--- config.mk ---
export PLATFORM = sky130hd
export DESIGN_NAME = edge_detect_multi
export DESIGN_NICKNAME = d
export VERILOG_FILES = /design/src/rtl/edge_pkg.sv /design/src/rtl/edge_chan.sv /design/src/rtl/edge_detect_multi.sv
export SDC_FILE = /design/constraint.sdc
export NUM_CORES = 1
export LEC_CHECK = 0
export ABC_CLOCK_PERIOD_IN_PS = 3500
export CAP_MARGIN = 5
export CORE_MARGIN = 2
export CORE_UTILIZATION = 52
export CTS_CLUSTER_SIZE = 12
export DETAILED_ROUTE_END_ITERATION = 10
export HOLD_SLACK_MARGIN = 0.1
export PLACE_DENSITY_LB_ADDON = 0.2
export SYNTH_ARGS = -nofsm -noshare
export SYNTH_HDL_FRONTEND = slang
export SYNTH_HIERARCHICAL = 1
export SYNTH_SLANG_ARGS = --single-unit
--- constraint.sdc ---
create_clock -name clk -period 3.5 [get_ports clk]
set_input_delay 0.7 -clock clk [delete_from_list [all_inputs] [get_ports clk]]
set_output_delay 0.7 -clock clk [all_outputs]
set_load 0.01 [all_outputs]
--- src/rtl/edge_pkg.sv ---
// Shared types for the multi-channel edge detector: edge-mode encoding,
// debounce FSM states and the mode qualification helper.
package edge_pkg;

  typedef enum logic [1:0] {
    MODE_OFF  = 2'b00,
    MODE_RISE = 2'b01,
    MODE_FALL = 2'b10,
    MODE_BOTH = 2'b11
  } edge_mode_e;

  typedef enum logic [1:0] {
    S_LO,
    P_HI,
    S_HI,
    P_LO
  } deb_state_e;

  // Bit 0 of the mode enables rising edges, bit 1 enables falling edges.
  function automatic logic qualify(input edge_mode_e mode,
                                   input logic       rise_acc,
                                   input logic       fall_acc);
    return (mode[0] & rise_acc) | (mode[1] & fall_acc);
  endfunction

endpackage

--- src/rtl/edge_chan.sv ---
// One edge-detector channel: input synchroniser, debounce FSM, mode
// qualification, optional registered pulse and a sticky event flag.
module edge_chan
  import edge_pkg::*;
#(
  parameter int unsigned SYNC_STAGES = 2,
  parameter int unsigned DEB_CYCLES  = 3,
  parameter int unsigned OUT_REG     = 0
) (
  input  logic       clk,
  input  logic       reset,
  input  logic       in_sig,
  input  logic [1:0] mode,
  input  logic       clr_sticky,
  output logic       edge_pulse,
  output logic       edge_sticky
);

  localparam int unsigned       CNT_W   = $clog2(DEB_CYCLES + 1);
  localparam logic [CNT_W-1:0]  ACC_CNT = CNT_W'(DEB_CYCLES - 1);
  localparam logic              NO_FILT = (DEB_CYCLES == 1);

  logic [SYNC_STAGES-1:0] sync_q;
  logic                   s;
  deb_state_e             state_q;
  logic [CNT_W-1:0]       cnt_q;
  logic                   rise_acc;
  logic                   fall_acc;
  logic                   qual;
  logic                   sticky_d;
  logic                   sticky_q;

  // NOTE: sequential state uses non-blocking assignments and an async reset
  // in the sensitivity list, so reset clears state without waiting for clk.
  always_ff @(posedge clk or posedge reset) begin
    if (reset) begin
      sync_q <= '0;
    end else begin
      sync_q <= {sync_q[SYNC_STAGES-2:0], in_sig};
    end
  end

  assign s = sync_q[SYNC_STAGES-1];

  // The accept cycle is the one in which the new level has been seen for
  // DEB_CYCLES consecutive cycles; it drives the Mealy pulse directly.
  always_comb begin
    rise_acc = 1'b0;
    fall_acc = 1'b0;
    unique case (state_q)
      S_LO:    rise_acc = s & NO_FILT;
      P_HI:    rise_acc = s & (cnt_q == ACC_CNT);
      S_HI:    fall_acc = ~s & NO_FILT;
      P_LO:    fall_acc = ~s & (cnt_q == ACC_CNT);
      default: ;
    endcase
  end

  always_ff @(posedge clk or posedge reset) begin
    if (reset) begin
      state_q <= S_LO;
      cnt_q   <= '0;
    end else begin
      unique case (state_q)
        S_LO: begin
          if (s) begin
            if (rise_acc) begin
              state_q <= S_HI;
            end else begin
              state_q <= P_HI;
              cnt_q   <= CNT_W'(1);
            end
          end
        end
        P_HI: begin
          if (!s) begin
            state_q <= S_LO;
            cnt_q   <= '0;
          end else if (rise_acc) begin
            state_q <= S_HI;
            cnt_q   <= '0;
          end else begin
            cnt_q <= cnt_q + CNT_W'(1);
          end
        end
        S_HI: begin
          if (!s) begin
            if (fall_acc) begin
              state_q <= S_LO;
            end else begin
              state_q <= P_LO;
              cnt_q   <= CNT_W'(1);
            end
          end
        end
        P_LO: begin
          if (s) begin
            state_q <= S_HI;
            cnt_q   <= '0;
          end else if (fall_acc) begin
            state_q <= S_LO;
            cnt_q   <= '0;
          end else begin
            cnt_q <= cnt_q + CNT_W'(1);
          end
        end
        default: begin
          state_q <= S_LO;
          cnt_q   <= '0;
        end
      endcase
    end
  end

  assign qual = qualify(edge_mode_e'(mode), rise_acc, fall_acc);

  generate
    if (OUT_REG != 0) begin : g_moore
      logic pulse_q;
      always_ff @(posedge clk or posedge reset) begin
        if (reset) begin
          pulse_q <= 1'b0;
        end else begin
          pulse_q <= qual;
        end
      end
      assign edge_pulse = pulse_q;
    end else begin : g_mealy
      assign edge_pulse = qual;
    end
  endgenerate

  // Set has priority over clear so an event arriving with a clear is kept.
  assign sticky_d = qual | (sticky_q & ~clr_sticky);

  always_ff @(posedge clk or posedge reset) begin
    if (reset) begin
      sticky_q <= 1'b0;
    end else begin
      sticky_q <= sticky_d;
    end
  end

  assign edge_sticky = sticky_q;

endmodule

--- src/rtl/edge_detect_multi.sv ---
// N-channel edge detector: one independent edge_chan per input, with the
// per-channel two-bit mode field sliced out of the packed mode bus.
module edge_detect_multi #(
  parameter int unsigned N_CH        = 4,
  parameter int unsigned SYNC_STAGES = 2,
  parameter int unsigned DEB_CYCLES  = 3,
  parameter int unsigned OUT_REG     = 0
) (
  input  logic              clk,
  input  logic              reset,
  input  logic [N_CH-1:0]   in_sig,
  input  logic [2*N_CH-1:0] mode,
  input  logic [N_CH-1:0]   clr_sticky,
  output logic [N_CH-1:0]   edge_pulse,
  output logic [N_CH-1:0]   edge_sticky
);

  generate
    for (genvar i = 0; i < N_CH; i++) begin : g_ch
      edge_chan #(
        .SYNC_STAGES (SYNC_STAGES),
        .DEB_CYCLES  (DEB_CYCLES),
        .OUT_REG     (OUT_REG)
      ) u_chan (
        .clk         (clk),
        .reset       (reset),
        .in_sig      (in_sig[i]),
        .mode        (mode[2*i +: 2]),
        .clr_sticky  (clr_sticky[i]),
        .edge_pulse  (edge_pulse[i]),
        .edge_sticky (edge_sticky[i])
      );
    end
  endgenerate

endmodule

**Word level (Yosys, flattened, before mapping)**

Cells that the tools add are included.

- Bitwise gates (word level): 36
- Reduce and logical (&&, ||, !) cells: 12
- Multiplexer cells: 80
- Add/sub/neg operators: 4
- Eq/ne operators: 40

Operators with widths:

| cell | count |
|---|---|
| two-way mux 2 bit | 64 |
| case mux 2 bit (4 select lines) | 8 |
| AND reduction 4 bit | 8 |
| equality test 2 bit (second input constant) | 12 |
| inequality test 2 bit (second input constant) | 12 |
| bitwise AND 1 bit | 20 |
| inequality test 3 x 1 -> 1 bit (second input constant) | 4 |
| inequality test 3 bit (second input constant) | 4 |
| adder 2 x 1 -> 2 bit (second input constant) | 4 |
| equality test 2 x 1 -> 1 bit (second input constant) | 4 |
| logical NOT 2 bit | 4 |
| two-way mux 1 bit | 8 |
| inequality test 2 x 1 -> 1 bit (second input constant) | 4 |
| NOT 1 bit | 8 |
| OR 1 bit | 8 |

- Logic and storage cells: 188
- Output and inout bits: 8
- Register bits: 28

**Longest topological paths before layout**

Gate-level depths: netlist of run 1.

- Depth in word-level cells: 6
- Gate-level depth with buffers: 5

**Cells and area by module**

Netlist of run 1, hierarchy kept.

By module, submodules not included:

| module | instances | cells each | area each (µm²) |
|---|---|---|---|
| edge_chan | 4 | 24 | 286.5 |

**Least setup slack after synthesis of run 1**

Ideal clock, no wire load.

- Path type: input -> output
- From: input port mode[1]
- To: output port edge_pulse[0]
- Arrival: 1.028 ns
- Stages: 2
- Slack: 1.772 ns
- Buffers on the path: 0
- Cells stage by stage: nand3b_1 a21oi_1

- Longest elaborated chain between the ends: 2

Ends and longest elaborated chain:

| what | line | source |
|---|---|---|
| start: declaration | edge_detect_multi.sv:12 | `input logic [2*N_CH-1:0] mode,` |
| bitwise AND 1 bit | edge_pkg.sv:23 | `return (mode[0] & rise_acc) \| (mode[1] & fall_acc);` |
| OR 1 bit | edge_pkg.sv:23 |  |
| end: declaration | edge_detect_multi.sv:14 | `output logic [N_CH-1:0] edge_pulse,` |

No other way between the ends.

**Worst setup path after layout of run 1**

- From: input port mode[6]
- To: output port edge_pulse[3]

Same word-level chain as after synthesis.

==> results.py, run 1 <==
metrics = {
    "die": {
        "coreArea_um2": 2020,
        "ios": 26,
        "dieWidth_um": 50.9,
        "dieArea_um2": 2600,
        "die_y_um": 50.9,
        "num_rows": 16,
        "initial_core_util_pct": 56.7,
    },
    "route": {
        "viasPerCell": 5.36,
        "vias": 809,
        "ant_nets": 0,
        "wl_per_cell_um": 13.0,
        "route.detailed.drc": 0,
        "drt_iter0_drc": 16,
        "dr.pass1.iters": 4,
        "wl_um": 1960,
    },
    "placed_design": {
        "hpwl_um": 1590,
        "io_buffers": 25,
        "gp_congestion": 0.703,
        "placed_cells": 148,
    },
    "global_routing": {
        "grt_pass1_vias": 763,
        "overflow": 0,
        "grt_usage_pct": 16.8,
        "grt_antenna_before_repair": 0,
        "grt_pass1_wl_um": 3250,
        "grt_start_max_net_pins": 15,
    },
    "cells_and_area": {
        "fill_cells": 144,
        "drive_above_1_share_pct": 5.65,
        "n_antenna_cell": 0,
        "final_nets": 148,
        "final_cells": 151,
        "area_growth_pct": 26.7,
    },
    "timing": {
        "tightestPinTransition_ps": 350,
        "period_minus_slack_ps": 2710,
        "slew_headroom_pct": 76.5,
        "fin_skew_ps": 0.889,
        "post-route-period-util_pct": 77.4,
        "setup_viol": 0,
        "slew_violations": 0,
        "rsz0062_at_grt": "false",
        "max_freq_mhz": 369,
        "finalHoldViolations": 0,
        "totalNegativeSetupSlack_ps": 0,
    },
    "yosys": {
        "netlist_instances": 96,
        "ys_types": 12,
        "synth_top_cell_by_area": "dfrtp_1",
        "synth_top_area_share_pct": 61.1,
        "syn_avg_cell_area_um2": 11.9,
        "ys_warn_count": 6,
        "synth_nets": 118,
        "synth-seq-cells": 28,
        "yosys-top-cells-area": "dfrtp_1 61%, a21oi_1 5.2%, nand3b_1 5.2%, ha_1 4.4%, inv_1 3.9%",
        "synthesis.area_um2": 1150,
        "synth_seq_area_share_pct": 61.1,
    },
    "worst_setup_path": {
        "regToRegSetupSlack_ps": 2170,
        "crit_fanout": 2,
        "cp.arrival_ps": 2010,
        "worstSetupPathType": "primary input to output pin",
        "critPathLaunchType": "primary input",
        "endpoint_kind": "output pin",
        "r2r_cells": 4,
        "reg2reg_to": "g_ch[0].u_chan/cnt_q[1]",
        "required_ps": 2800,
        "critical_path.startpoint": "mode[6]",
        "r2r-start": "g_ch[0].u_chan/cnt_q[0]",
    },
    "clocking": {
        "cts_tree": "yes",
        "clock-root-buffer": "clkbuf_4",
        "cts_sinks": 28,
        "ctsResizeCount": 0,
        "numCtsBuffers": 3,
        "post_cts_buffers": 0,
        "clk_latency_ps": 310,
        "clock_path_buffers": 2,
        "path_clk_slew_ps": 120,
        "hold_buffers": 0,
        "htree_levels": 1,
    },
    "power_and_ir_drop": {
        "pwr-share-seq_pct": 54.6,
        "leakage_nw": 0.684,
        "p_per_area_nw_per_um2": 626,
        "combPwrFrac_pct": 32.3,
        "pwr-share-clk_pct": 13.1,
        "vdd_drop_max_v": 0.000453,
        "p_sw_share_pct": 32.4,
        "cell_internal_pwr_mw": 0.615,
        "p_switching_mw": 0.295,
    },
    "hold_path": {
        "hold_class": "flop to flop",
        "min_path_cells": 0,
        "hp-start": "g_ch[2].u_chan/sync_q[0]",
        "holdPathEnd": "g_ch[2].u_chan/sync_q[1]",
    },
    "run_status": {
        "outcome": "completed",
    },
    "run": {
        "cap_violations": 0,
    },
}
==> worst max-delay path: stages <==
cell	delay [ps]
clkdlybuf4s50_1	470
nand3b_1	80
a21oi_1	190
clkdlybuf4s50_1	570
==> through the flow <==
step	power, mW	area, um2	worst slack (ps)	hold slack [ps]	util [%]
floorplan	0.697	1150	1770	331	-
global placement	0.755	1430	823	334	70.7
detailed placement	0.798	1430	772	340	70.7
CTS	0.916	1450	774	370	71.8
global route	0.980	1450	712	375	71.8
finish	0.910	1450	791	367	71.8
==> cell type report <==
cell class                 instances  area (um2)  share of cell area [%]
sequential                        28         701                    48.2
clock buffer                       3        22.5                    1.55
multi-input combinational         56         400                    27.6
inverter                          12        45.0                    3.10
tap                               27        33.8                    2.33
timing repair buffer              25         250                    17.2
==> power by group through the flow <==
| stage | combinational [mW] | clock [mW] | sequential (mW) |
|---|---|---|---|
| 5_1_grt | 0.335 | 0.138 | 0.508 |
| 3_5_place_dp | 0.296 | 0 | 0.502 |
| 4_1_cts | 0.296 | 0.126 | 0.493 |
| 2_1_floorplan | 0.214 | 0 | 0.483 |
| 6_report | 0.294 | 0.120 | 0.497 |
| 3_3_place_gp | 0.267 | 0 | 0.488 |
==> cells in the final DEF, fill, tap and decap left out <==
cell type,instances
dfrtp_1,28
clkdlybuf4s50_1,25
inv_1,12
a21oi_1,12
nand3b_1,8
nand2_1,8
xnor2_1,4
o21a_1,4
a21o_1,4
or3b_1,4
o22ai_1,4
mux2_2,4
ha_1,4
clkbuf_4,3
==> worst max path at each step <==
stage / to / slack, ps / cells past startpoint
after detailed placement: edge_pulse[1] / 770 / 4
final: edge_pulse[3] / 790 / 4
after floorplan: edge_pulse[0] / 1770 / 2
after global placement: edge_pulse[3] / 820 / 4
after global routing: edge_pulse[1] / 710 / 4
after CTS: edge_pulse[1] / 770 / 4
==> logic make-up (layout without fill, tap and decap cells) <==
group / after synthesis / count (layout) / share of synthesized area (%)
compound gates: 24 / 24 / 12.7
mux: 4 / 4 / 3.93
flops: 28 / 28 / 61.1
buf+inv: 12 / 40 / 3.93
simple gates: 20 / 20 / 10.9
xor+xnor: 4 / 4 / 3.06
fa+ha+maj: 4 / 4 / 4.37
==> layer usage <==
metal  vias to the layer above  global-route usage, %  share of wire (%)
met5                         -                      0                  0
met2                        29                   29.7                 52
met4                         0                   4.05                1.9
li1                        389                      -                  -
met1                       385                   22.0                 42
met3                         6                   2.05                4.2
==> synth_stat cells <==
master	instances
a21o_1	4
a21oi_1	12
dfrtp_1	28
ha_1	4
inv_1	12
mux2_2	4
nand2_1	8
nand3b_1	8
o21a_1	4
o22ai_1	4
or3b_1	4
xnor2_1	4
No activity file was read; power rests on OpenSTA's default activity.
==> inputs of run 2 (changes only) <==
Settings changed: ABC_CLOCK_PERIOD_IN_PS 3500 to 2800, CORE_UTILIZATION 52 to 48.
Clock period 3.5 ns to 2.8 ns, I/O delays scaled along.
==> results.py, run 2 (synthesized netlist as in run 1, its figures left out) <==
metrics = {
    "run_status": {
        "outcome": "completed",
    },
    "route": {
        "ant_nets": 0,
        "wl_um": 1830,
        "route.detailed.drc": 0,
        "drt_iter0_drc": 10,
        "viasPerCell": 5.08,
        "dr.pass1.iters": 3,
        "vias": 777,
        "wl_per_cell_um": 12.0,
    },
    "worst_setup_path": {
        "cp.arrival_ps": 1860,
        "max_stage_delay_ps": 570,
        "crit_top_cell": "clkdlybuf4s50_1",
        "crit_path_cell_trace": "clkdlybuf4s50_1 > nand3b_1 > a21oi_1 > clkdlybuf4s50_1",
        "regToRegSetupSlack_ps": 1510,
        "r2r_cells": 4,
        "critPathLaunchType": "primary input",
        "endpoint_kind": "output pin",
        "required_ps": 2240,
        "r2r-start": "g_ch[1].u_chan/cnt_q[0]",
        "crit_slowest_cell": "clkdlybuf4s50_1",
        "reg2reg_to": "g_ch[1].u_chan/cnt_q[1]",
        "worst-path-buf-inv": 2,
        "worstSetupPathType": "primary input to output pin",
        "cpLargestDelayFamily": "buffers and inverters",
        "crit_fanout": 2,
    },
    "global_routing": {
        "grt_pass1_vias": 734,
        "grt_usage_pct": 15.1,
        "overflow": 0,
        "grt_pass1_wl_um": 2950,
        "grt_start_max_net_pins": 17,
        "grt_antenna_before_repair": 0,
    },
    "cells_and_area": {
        "final_common_cell": "dfrtp_1",
        "drive_above_1_share_pct": 6.40,
        "n_antenna_cell": 0,
        "area_growth_pct": 29.5,
        "final_nets": 148,
        "fin_util_pct": 66.4,
        "final_cells": 153,
        "final_cell_mix": "28 x dfrtp_1, 25 x clkdlybuf4s50_1, 12 x inv_1, 12 x a21oi_1",
    },
    "power_and_ir_drop": {
        "pwr-share-clk_pct": 21.1,
        "p_switching_mw": 0.361,
        "p_per_area_nw_per_um2": 826,
        "leakage_nw": 0.698,
        "pwr-share-seq_pct": 50.1,
        "cell_internal_pwr_mw": 0.864,
        "power_mw": 1.23,
        "combPwrFrac_pct": 28.8,
        "vdd_drop_max_v": 0.000566,
        "p_sw_share_pct": 29.5,
    },
    "placed_design": {
        "gp_congestion": 0.718,
        "hpwl_um": 1430,
        "placed_cells": 149,
        "dp_worst_setup_slack_ps": 381,
        "io_buffers": 25,
    },
    "hold_path": {
        "hp-start": "g_ch[1].u_chan/sync_q[0]",
        "min_path_cells": 0,
        "hold_class": "flop to flop",
        "holdPathEnd": "g_ch[1].u_chan/sync_q[1]",
    },
    "clocking": {
        "hold_buffers": 0,
        "ctsResizeCount": 0,
        "clk_latency_ps": 320,
        "htree_levels": 1,
        "clock_path_buffers": 2,
        "clock-root-buffer": "clkbuf_4",
        "numCtsBuffers": 3,
        "post_cts_buffers": 0,
        "cts_sinks": 28,
        "path_clk_slew_ps": 140,
        "cts_tree": "yes",
    },
    "timing": {
        "setup_viol": 0,
        "slew_headroom_pct": 77.0,
        "tightestPinTransition_ps": 342,
        "post-route-period-util_pct": 86.5,
        "fin_skew_ps": 8.34,
        "totalNegativeSetupSlack_ps": 0,
        "finalHoldViolations": 0,
        "max_freq_mhz": 413,
        "slew_violations": 0,
        "rsz0062_at_grt": "false",
        "period_minus_slack_ps": 2420,
        "setup_slack_ps": 379,
    },
    "die": {
        "num_rows": 17,
        "coreArea_um2": 2230,
        "dieWidth_um": 52.9,
        "die_y_um": 52.9,
        "initial_core_util_pct": 51.3,
        "ios": 26,
        "dieArea_um2": 2790,
    },
    "run": {
        "cap_violations": 0,
    },
}
## run 2: cell count changes in the layout (fill, tap and decap cells not counted)
cell       delta
bufinv_16     +1
## run 2: through the flow
step                hold slack [ps]  instance area [um2]
global route                    378                 1480
detailed placement              342                 1430
CTS                             369                 1480
finish                          368                 1480
floorplan                       331                 1150
global placement                331                 1430
## run 2: cell type report
| type | instances | area, um2 |
|---|---|---|
| clock inverter | 1 | 30.0 |
| sequential | 28 | 701 |
| clock buffer | 3 | 22.5 |
| tap | 28 | 35.0 |
| timing repair buffer | 25 | 250 |
| multi-input combinational | 56 | 400 |
| inverter | 12 | 45.0 |
| fill | 169 | 749 |
## run 2: worst reg2reg max path, stage by stage (launching register included)
cell and delay (ps):
dfrtp_1 380, inv_1 60, ha_1 270, or3b_1 350, o22ai_1 160
## run 2: routing by layer
metal | vias to the layer above | global-route usage (%) | wire length (um)
met2 | 21 | 25.8 | 867
met4 | 0 | 7.69 | 13
met3 | 2 | 2.54 | 89
met5 | - | 0 | 0
met1 | 364 | 18.1 | 861
li1 | 390 | - | -
## run 2: power by group through the flow
stage | registers, mW | logic, mW | clock network [mW]
after floorplan | 0.603 | 0.268 | 0
after global placement | 0.617 | 0.335 | 0
after detailed placement | 0.623 | 0.358 | 0
after CTS | 0.615 | 0.360 | 0.265
after global routing | 0.631 | 0.397 | 0.290
final | 0.614 | 0.352 | 0.258
## run 2: worst max-delay path by stage
| stage | start | end | slack (ps) | cells past startpoint |
|---|---|---|---|---|
| global route | g_ch[1].u_chan/cnt_q[0] | edge_pulse[1] | 230 | 5 |
| finish | mode[1] | edge_pulse[0] | 380 | 4 |
| floorplan | g_ch[0].u_chan/cnt_q[0] | edge_pulse[0] | 1310 | 4 |
| detailed placement | mode[1] | edge_pulse[0] | 380 | 4 |
| global placement | mode[1] | edge_pulse[0] | 390 | 4 |
| CTS | g_ch[2].u_chan/cnt_q[0] | edge_pulse[2] | 360 | 5 |
==> inputs of run 3 (changes only) <==
Settings changed: CTS_BUF_LIST set to sky130_fd_sc_hd__clkbuf_16.
==> results.py, run 3 (synthesized netlist as in run 1, its figures left out) <==
metrics = {
    "clocking": {
        "ctsResizeCount": 0,
        "post_cts_buffers": 0,
        "clock-root-buffer": "clkbuf_16",
        "clock_path_buffers": 2,
        "path_clk_slew_ps": 70,
        "cts_sinks": 28,
        "cts_tree": "yes",
        "numCtsBuffers": 3,
        "htree_levels": 1,
        "clk_latency_ps": 260,
        "hold_buffers": 0,
    },
    "power_and_ir_drop": {
        "p_sw_share_pct": 27.9,
        "p_per_area_nw_per_um2": 907,
        "power_mw": 1.39,
        "combPwrFrac_pct": 26.0,
        "leakage_nw": 0.721,
        "vdd_drop_max_v": 0.000531,
        "p_switching_mw": 0.388,
        "cell_internal_pwr_mw": 1.01,
        "pwr-share-clk_pct": 29.6,
        "pwr-share-seq_pct": 44.3,
    },
    "worst_setup_path": {
        "cp.depth": 4,
        "crit_top_cell": "clkdlybuf4s50_1",
        "crit_slowest_cell": "clkdlybuf4s50_1",
        "endpoint_kind": "output pin",
        "required_ps": 2240,
        "cpLargestDelayFamily": "buffers and inverters",
        "cp.arrival_ps": 1860,
        "worst-path-buf-inv": 2,
        "crit_path_cell_trace": "clkdlybuf4s50_1 > nand3b_1 > a21oi_1 > clkdlybuf4s50_1",
        "r2r_cells": 4,
        "max_stage_delay_ps": 570,
        "crit_fanout": 2,
        "critPathLaunchType": "primary input",
        "worstSetupPathType": "primary input to output pin",
    },
    "route": {
        "ant_nets": 0,
        "vias": 788,
        "viasPerCell": 5.15,
        "route.detailed.drc": 0,
        "dr.pass1.iters": 4,
        "drt_iter0_drc": 4,
        "wl_per_cell_um": 12.9,
        "wl_um": 1980,
    },
    "cells_and_area": {
        "final_nets": 148,
        "fill_cells": 159,
        "area_growth_pct": 34.1,
        "n_antenna_cell": 0,
        "final_common_cell": "dfrtp_1",
        "final_cell_mix": "28 x dfrtp_1, 25 x clkdlybuf4s50_1, 12 x inv_1, 12 x a21oi_1",
        "final_cells": 153,
        "drive_above_1_share_pct": 6.40,
    },
    "placed_design": {
        "io_buffers": 25,
        "gp_congestion": 0.718,
        "placed_cells": 149,
        "hpwl_um": 1430,
    },
    "die": {
        "ios": 26,
        "initial_core_util_pct": 51.3,
        "dieWidth_um": 52.9,
        "dieArea_um2": 2790,
        "coreArea_um2": 2230,
        "num_rows": 17,
        "die_y_um": 52.9,
    },
    "timing": {
        "slew_headroom_pct": 74.5,
        "setup_viol": 0,
        "period_minus_slack_ps": 2420,
        "rsz0062_at_grt": "false",
        "max_freq_mhz": 413,
        "fin_skew_ps": 2.94,
        "slew_violations": 0,
        "finalHoldViolations": 0,
        "tightestPinTransition_ps": 379,
        "totalNegativeSetupSlack_ps": 0,
        "post-route-period-util_pct": 86.5,
    },
    "global_routing": {
        "grt_pass1_vias": 771,
        "grt_antenna_before_repair": 0,
        "overflow": 0,
        "grt_pass1_wl_um": 3170,
        "grt_usage_pct": 16.0,
        "grt_start_max_net_pins": 17,
    },
    "hold_path": {
        "min_path_cells": 0,
        "hold_class": "flop to flop",
    },
    "run": {
        "cap_violations": 0,
    },
    "run_status": {
        "outcome": "completed",
    },
}
-- run 3: worst paths after layout --
| path | start | slack, ps | end |
|---|---|---|---|
| setup reg to reg | g_ch[0].u_chan/cnt_q[0] | 1460 | g_ch[0].u_chan/cnt_q[1] |
| max in group asynchronous | reset | 1950 | g_ch[3].u_chan/edge_sticky |
| min in group asynchronous | reset | 630 | g_ch[1].u_chan/cnt_q[1] |
| setup / recovery | mode[1] | 380 | edge_pulse[0] |
| hold / removal | g_ch[0].u_chan/sync_q[0] | 350 | g_ch[0].u_chan/sync_q[1] |
| hold reg to reg | g_ch[0].u_chan/sync_q[0] | 350 | g_ch[0].u_chan/sync_q[1] |
-- run 3: worst reg2reg max path: cells and delay by family (launching register included) --
family	cells	cell delay [ps]
buffers and inverters	1	70
DFF	1	360
AOI/OAI and AO/OA	1	160
and+or+nand+nor	1	370
adders and majority gates	1	300
-- run 3: cell type report --
| type | count | area (um2) | area share [%] |
|---|---|---|---|
| Multi-Input combinational cell | 56 | 400 | 26.1 |
| Timing Repair Buffer | 25 | 250 | 16.3 |
| Clock buffer | 3 | 75.1 | 4.89 |
| Clock inverter | 1 | 30.0 | 1.95 |
| Inverter | 12 | 45.0 | 2.93 |
| Tap cell | 28 | 35.0 | 2.28 |
| Sequential cell | 28 | 701 | 45.6 |
-- run 3: routing by layer --
metal  GRT usage [%]  vias to the layer above  share of wire, %
met4            6.41                        0              0.40
li1                -                      388                 -
met3            2.54                        2               4.8
met1            18.5                      375                44
met5               0                        -                 0
met2            29.4                       23                51
-- run 3: through the flow --
stage / hold slack, ps / cell area, um2 / util, % / worst slack, ps
after floorplan: 331 / 1150 / - / 1310
after global placement: 331 / 1430 / 64.1 / 388
after detailed placement: 342 / 1430 / 64.1 / 381
after CTS: 352 / 1540 / 68.8 / 366
after global routing: 359 / 1540 / 68.8 / 296
final: 351 / 1540 / 68.8 / 377
-- run 3: power groups by stage --
stage	sequential, mW	combinational (mW)	clock (mW)
6_report	0.618	0.363	0.413
5_1_grt	0.636	0.400	0.443
4_1_cts	0.619	0.366	0.419
3_5_place_dp	0.623	0.358	0
3_3_place_gp	0.617	0.335	0
2_1_floorplan	0.603	0.268	0
